[src/rtl/grizzly_pkg.sv]
// Shared Grizzly core definitions: branch opcodes, address type, reset vector
// and the PC-relative target helper used by control-flow decode.
package grizzly_pkg;

   typedef logic [15:0] addr_t;

   localparam logic [3:0] OP_BZ   = 4'hA;
   localparam logic [3:0] OP_BN   = 4'hB;
   localparam logic [3:0] OP_JMP  = 4'hC;
   localparam logic [3:0] OP_CALL = 4'hD;
   localparam logic [3:0] OP_RET  = 4'hE;

   localparam addr_t RESET_VECTOR = 16'h0000;

   // 12-bit signed offset added modulo 2^16, so targets wrap both ways.
   function automatic addr_t branch_target(input addr_t pc, input logic [11:0] off);
      return pc + {{4{off[11]}}, off};
   endfunction

endpackage

[src/rtl/branch_controller_return_stack.sv]
// Circular hardware return-address stack: write pointer plus entry count.
// A push when full overwrites the oldest entry; a pop when empty returns zero.
module return_stack
   import grizzly_pkg::*;
#(
   parameter int DEPTH = 8
) (
   input  logic                     Clock,
   input  logic                     Reset,
   input  logic                     push,
   input  logic                     pop,
   input  addr_t                    din,
   output addr_t                    top,
   output logic [$clog2(DEPTH):0]   count,
   output logic                     ovf,
   output logic                     unf
);

   localparam int PW = $clog2(DEPTH);
   localparam logic [PW:0] FULL_COUNT = DEPTH[PW:0];

   addr_t         mem_q [DEPTH];
   logic [PW-1:0] wr_ptr_q, wr_ptr_d;
   logic [PW-1:0] rd_ptr;
   logic [PW:0]   count_q, count_d;
   logic          ovf_q, ovf_d;
   logic          unf_q, unf_d;
   logic          full, empty;

   assign full   = (count_q == FULL_COUNT);
   assign empty  = (count_q == '0);
   assign rd_ptr = wr_ptr_q - 1'b1;

   assign top   = empty ? RESET_VECTOR : mem_q[rd_ptr];
   assign count = count_q;
   assign ovf   = ovf_q;
   assign unf   = unf_q;

   always_comb begin
      wr_ptr_d = wr_ptr_q;
      count_d  = count_q;
      ovf_d    = ovf_q;
      unf_d    = unf_q;
      if (push) begin
         // When full the write pointer already sits on the oldest entry.
         wr_ptr_d = wr_ptr_q + 1'b1;
         if (full) begin
            ovf_d = 1'b1;
         end else begin
            count_d = count_q + 1'b1;
         end
      end else if (pop) begin
         if (empty) begin
            unf_d = 1'b1;
         end else begin
            wr_ptr_d = rd_ptr;
            count_d  = count_q - 1'b1;
         end
      end
   end

   always_ff @(posedge Clock) begin
      if (Reset) begin
         wr_ptr_q <= '0;
         count_q  <= '0;
         ovf_q    <= 1'b0;
         unf_q    <= 1'b0;
         for (int i = 0; i < DEPTH; i++) begin
            mem_q[i] <= '0;
         end
      end else begin
         wr_ptr_q <= wr_ptr_d;
         count_q  <= count_d;
         ovf_q    <= ovf_d;
         unf_q    <= unf_d;
         if (push) begin
            mem_q[wr_ptr_q] <= din;
         end
      end
   end

endmodule

[src/rtl/branch_controller.sv]
// Grizzly control-flow resolver: decodes branches against latched ALU flags and
// drives the fetcher redirect. Optional taken-branch counter via BRANCH_STATS_EN.
module branch_controller
   import grizzly_pkg::*;
#(
   parameter int DEPTH = 8
) (
   input  logic                     Clock,
   input  logic                     Reset,
   input  addr_t                    PC,
   input  logic [15:0]              Instruction,
   input  logic                     FlagsWe,
   input  logic                     ZeroIn,
   input  logic                     NegIn,
   output logic                     Branch,
   output addr_t                    PCSet,
   output logic [$clog2(DEPTH):0]   StackDepth,
   output logic                     Overflow,
   output logic                     Underflow
`ifdef BRANCH_STATS_EN
   ,
   output logic [15:0]              TakenCount
`endif
);

   logic [3:0] opcode;
   addr_t      tgt;
   addr_t      ret_addr;
   addr_t      stack_top;
   logic       zero_q, zero_d;
   logic       neg_q, neg_d;
   logic       taken;
   addr_t      target;
   logic       push_dec, pop_dec;
   logic       push_en, pop_en;

   assign opcode   = Instruction[15:12];
   assign tgt      = branch_target(PC, Instruction[11:0]);
   assign ret_addr = PC + 16'd1;

   always_comb begin
      taken    = 1'b0;
      target   = '0;
      push_dec = 1'b0;
      pop_dec  = 1'b0;
      case (opcode)
         OP_BZ: begin
            taken  = zero_q;
            target = tgt;
         end
         OP_BN: begin
            taken  = neg_q;
            target = tgt;
         end
         OP_JMP: begin
            taken  = 1'b1;
            target = tgt;
         end
         OP_CALL: begin
            taken    = 1'b1;
            target   = tgt;
            push_dec = 1'b1;
         end
         OP_RET: begin
            taken   = 1'b1;
            target  = stack_top;
            pop_dec = 1'b1;
         end
         default: ;
      endcase
   end

   // Reset drives the fetcher to the reset vector; its branch path outranks its own reset.
   assign Branch  = Reset | taken;
   assign PCSet   = Reset ? RESET_VECTOR : target;
   assign push_en = push_dec & ~Reset;
   assign pop_en  = pop_dec & ~Reset;

   always_comb begin
      zero_d = zero_q;
      neg_d  = neg_q;
      if (FlagsWe) begin
         zero_d = ZeroIn;
         neg_d  = NegIn;
      end
   end

   always_ff @(posedge Clock) begin
      if (Reset) begin
         zero_q <= 1'b0;
         neg_q  <= 1'b0;
      end else begin
         zero_q <= zero_d;
         neg_q  <= neg_d;
      end
   end

   return_stack #(
      .DEPTH (DEPTH)
   ) u_return_stack (
      .Clock (Clock),
      .Reset (Reset),
      .push  (push_en),
      .pop   (pop_en),
      .din   (ret_addr),
      .top   (stack_top),
      .count (StackDepth),
      .ovf   (Overflow),
      .unf   (Underflow)
   );

`ifdef BRANCH_STATS_EN
   logic [15:0] taken_cnt_q, taken_cnt_d;

   always_comb begin
      taken_cnt_d = taken_cnt_q;
      if (taken && (taken_cnt_q != 16'hFFFF)) begin
         taken_cnt_d = taken_cnt_q + 16'd1;
      end
   end

   always_ff @(posedge Clock) begin
      if (Reset) begin
         taken_cnt_q <= '0;
      end else begin
         taken_cnt_q <= taken_cnt_d;
      end
   end

   assign TakenCount = taken_cnt_q;
`endif

endmodule

[config.mk]
export PLATFORM = sky130hd
export DESIGN_NAME = branch_controller
export DESIGN_NICKNAME = d
export VERILOG_FILES = /design/src/rtl/grizzly_pkg.sv /design/src/rtl/branch_controller_return_stack.sv /design/src/rtl/branch_controller.sv
export SDC_FILE = /design/constraint.sdc
export NUM_CORES = 1
export LEC_CHECK = 0
export ABC_AREA = 1
export ABC_CLOCK_PERIOD_IN_PS = 2450
export CAP_MARGIN = 15
export CELL_PAD_IN_SITES_DETAIL_PLACEMENT = 0
export CELL_PAD_IN_SITES_GLOBAL_PLACEMENT = 1
export CORE_MARGIN = 1.5
export CORE_UTILIZATION = 30
export CTS_CLUSTER_SIZE = 8
export DETAILED_ROUTE_END_ITERATION = 8
export GPL_TIMING_DRIVEN = 0
export PLACE_DENSITY_LB_ADDON = 0.1
export SYNTH_ARGS = -nofsm -noshare
export SYNTH_HDL_FRONTEND = slang
export SYNTH_SLANG_ARGS = --single-unit
[constraint.sdc]
create_clock -name Clock -period 2.45 [get_ports Clock]
set_input_delay 0.49 -clock Clock [delete_from_list [all_inputs] [get_ports Clock]]
set_output_delay 0.49 -clock Clock [all_outputs]
set_load 0.03 [all_outputs]
==> results_tabular.tex <==
\begin{tabular}{lr}
\hline
Metric & Value \\
\hline
\multicolumn{2}{l}{\textbf{Critical path}} \\
\quad Critical path capture point type & output pin \\
\quad Nature of the critical path startpoint & flip-flop \\
\quad Kind of critical path & reg2out \\
\quad Maximum net fanout on the critical path & 7 \\
\quad Data arrival time of the critical path & 2500 ps \\
\quad Required arrival time at the worst endpoint & 1960 ps \\
\multicolumn{2}{l}{\textbf{STA}} \\
\quad Final setup vio count & 16 \\
\quad Number of hold violations in the final report & 0 \\
\quad Maximum frequency from static timing analysis & 335 MHz \\
\quad Worst Setup Slack, final & -536 ps \\
\quad Slew headroom & 0.423 \\
\quad Period Utilization, post-route & 1.22 \\
\quad Final critical path time including I/O delays and setup & 2990 ps \\
\quad Count of pins over their slew limit & 0 \\
\quad Clock skew after layout & 9.25 ps \\
\quad RSZ-0062 raised after global routing & yes \\
\quad Measured slew at the worst slew-check pin & 865 ps \\
\multicolumn{2}{l}{\textbf{Min path}} \\
\quad Hold/Removal Path Class & reg2reg \\
\multicolumn{2}{l}{\textbf{Power and ir drop}} \\
\quad Clock network fraction of total power & 0.435 \\
\quad Static leakage power & 4.09 nW \\
\quad Switching share of power & 0.278 \\
\quad Switching pwr & 0.00176 W \\
\quad Comb power frac & 0.140 \\
\quad Worst IR drop on VDD & 0.352 mV \\
\quad Power per Cell Area & 614 nW/um2 \\
\quad Share of total power in sequential cells & 0.425 \\
\quad Internal power & 0.00456 W \\
\multicolumn{2}{l}{\textbf{Clock network}} \\
\quad Hold buffer count at CTS & 0 \\
\quad TritonCTS buffer count & 17 \\
\quad CTS H-tree depth & 4 \\
\quad Clock-pin slew on the worst setup and hold paths & 70 ps \\
\quad Clock Tree Buf Depth & 2 \\
\quad Master cell of the clock root buffer & clkbuf\_16 \\
\quad CTS tree & done \\
\quad Clock insertion delay at the later pin of the skew report & 420 ps \\
\quad Clock Sinks & 139 \\
\multicolumn{2}{l}{\textbf{Global routing}} \\
\quad Total routing resource utilization after global routing & 0.190 \\
\quad Via count of the first global-routing pass & 6271 \\
\quad Wire length of the first global-routing pass & 37200 um \\
\quad Largest net degree at the start of global routing & 17 \\
\quad Aggregate global routing overflow & 0 \\
\quad Initial antenna violation count & 0 \\
\multicolumn{2}{l}{\textbf{Synth}} \\
\quad Synthesized netlist cell count & 892 \\
\quad Leading area contributor after synthesis & edfxtp\_1 \\
\quad Count of unique library cells instantiated by Yosys & 36 \\
\quad Ys flop type & edfxtp\_1 \\
\quad Synthesized netlist net count & 951 \\
\quad Biggest area contributors in the synthesized netlist & edfxtp\_1 49\%, nor2\_1 12\%, o21ai\_0 5.5\% \\
\quad Area share of the largest cell type after synthesis & 0.493 \\
\quad Netlist area before placement & 7790 um2 \\
\quad Number of enable flip-flop cells after synthesis & 128 \\
\quad Per-instance average area after synthesis & 8.73 um2 \\
\quad Fraction of the yosys area taken by sequential cells & 0.522 \\
\quad Number of storage elements in the synthesis netlist & 139 \\
\quad Number of warnings printed during yosys synthesis & 0 \\
\quad Share of flip-flops with an asynchronous set or reset after synthesis & 0 \\
\quad Most repeated cell in the gate-level netlist after synthesis & nor2\_1 \\
\quad Synth cell count leaders & 248 x nor2\_1, 128 x edfxtp\_1, 110 x nand2\_1 \\
\multicolumn{2}{l}{\textbf{Drt}} \\
\quad Detailed-route wire length per cell & 18.3 um \\
\quad Vias & 6396 \\
\quad Detailed-route vias per instance & 4.80 \\
\quad Antenna-violating nets left & 0 \\
\quad Post-detailed-routing wire length & 24400 um \\
\quad Total iterations of the first detailed-routing run & 5 \\
\quad Remaining design rule violation count & 0 \\
\quad Drt first-iter violations & 349 \\
\multicolumn{2}{l}{\textbf{Placement}} \\
\quad Final GP Congestion & 0.779 \\
\quad Port buffer count & 59 \\
\quad Placed Area & 8890 um2 \\
\quad Placed Instances & 1281 \\
\quad DP HPWL & 17700 um \\
\multicolumn{2}{l}{\textbf{Cells and area}} \\
\quad Diode count & 0 \\
\quad Fraction of final layout cells sized beyond drive strength 1 & 0.232 \\
\quad Post-route core utilization & 0.406 \\
\quad Layout-stage area growth over the synthesis result & 31.9\% \\
\quad Number of standard cells in the final layout excluding fillers & 1333 \\
\quad Net count, final & 1049 \\
\quad Post-Layout Inst Area & 10300 um2 \\
\multicolumn{2}{l}{\textbf{Floorplanning}} \\
\quad Die area & 26900 um2 \\
\quad Rows & 58 \\
\quad Die Ht & 164 um \\
\quad Core Box Area & 25300 um2 \\
\quad Starting utilization of the core area & 0.308 \\
\quad Die extent in x & 164 um \\
\quad Number of placed I/O pins & 60 \\
\multicolumn{2}{l}{\textbf{Status}} \\
\quad Violated checks & negative setup slack \\
\quad Run status & finished, violations left \\
\multicolumn{2}{l}{\textbf{Run}} \\
\quad Number of max-cap violations & 0 \\
\hline
\end{tabular}
[sequential cells by signal, summed over array words and instances, names as in the netlist]
name,cells
u_return_stack.mem_q,128
u_return_stack.count,4
u_return_stack.wr_ptr_q,3
neg_q,1
u_return_stack.ovf,1
u_return_stack.unf,1
zero_q,1
[area by class of cell]
cell class,instances,area (um2)
Buffer,38,350
Clock buffer,17,425
Clock inverter,15,200
Fill cell,2579,15100
Inverter,80,303
Multi-Input combinational cell,635,3700
Sequential cell,139,4070
Tap cell,330,413
Timing Repair Buffer,79,817
[final timing paths]
check	startpoint	endpoint	slack (ps)	cells past startpoint
min	u_return_stack.ovf$_SDFFE_PP0P_	u_return_stack.ovf$_SDFFE_PP0P_	490	2
max	u_return_stack.wr_ptr_q[0]$_SDFFE_PP0P_	PCSet[5]	-540	13
min reg2reg	u_return_stack.ovf$_SDFFE_PP0P_	u_return_stack.ovf$_SDFFE_PP0P_	490	2
max reg2reg	u_return_stack.wr_ptr_q[0]$_SDFFE_PP0P_	u_return_stack.mem_q[1][12]$_SDFFCE_PN0P_	550	9
[through the flow]
| step | TNS (ps) | hold WS [ps] | power (W) | setup WS [ps] |
|---|---|---|---|---|
| finish | -7600 | 487 | 0.00631 | -536 |
| global route | -9330 | 509 | 0.00655 | -632 |
| CTS | -8600 | 487 | 0.00634 | -589 |
| detailed placement | -118190 | 470 | 0.00349 | -1390 |
| global placement | -114920 | 460 | 0.00349 | -1430 |
| floorplan | 0 | 463 | 0.00319 | 9.06 |
[kinds of logic after synthesis]
group / share of synthesized area
simple gates: 0.241
compound gates: 0.116
flops: 0.522
buf+inv: 0.0674
fa+ha+maj: 0.0373
xor+xnor: 0.0169
[cells in the final DEF (no fill, tap or decap), drive strengths merged, types with 29 or more instances in the layout]
cell      n
inv      89
a21oi    37
buf      61
nand2   117
o211ai   32
nor2    261
edfxtp  128
clkbuf   29
o21ai    87
nand3    38
[layer usage]
| layer | vias to the layer above | track usage | part of all wire |
|---|---|---|---|
| met5 | - | 0 | 0 |
| met3 | 16 | 0.0364 | 0.038 |
| met1 | 3055 | 0.255 | 0.47 |
| met4 | 0 | 0.0426 | 0.013 |
| li1 | 3202 | - | - |
| met2 | 123 | 0.316 | 0.48 |
[worst max-delay path, cell delays in order (launching register included)]
cell and delay, ps:
dfxtp_4 370, inv_4 30, buf_6 110, buf_12 120
ha_4 230, buf_12 150, buf_8 140, buf_12 130
nor2_1 90, o21ai_1 80, o211ai_1 130, nand3_1 150
a21oi_2 170, buf_6 160
[repair_timing]
action | 4_1_cts | 5_1_grt
endpoints found under the setup margin | 153 | 97
resized for setup | 249 | 35
pin swaps | 47 | 26
buffers inserted | 11 | 6
gates cloned | 3 | 0
[power by group through the flow]
stage / sequential (W) / combinational [W] / clock, W
after floorplan: 0.00273 / 0.000454 / 0
after global placement: 0.00273 / 0.000759 / 0
after detailed placement: 0.00274 / 0.000759 / 0
after CTS: 0.00268 / 0.000871 / 0.00278
after global routing: 0.00269 / 0.000980 / 0.00288
final: 0.00268 / 0.000887 / 0.00274
Power figures use the tool's default switching activity.
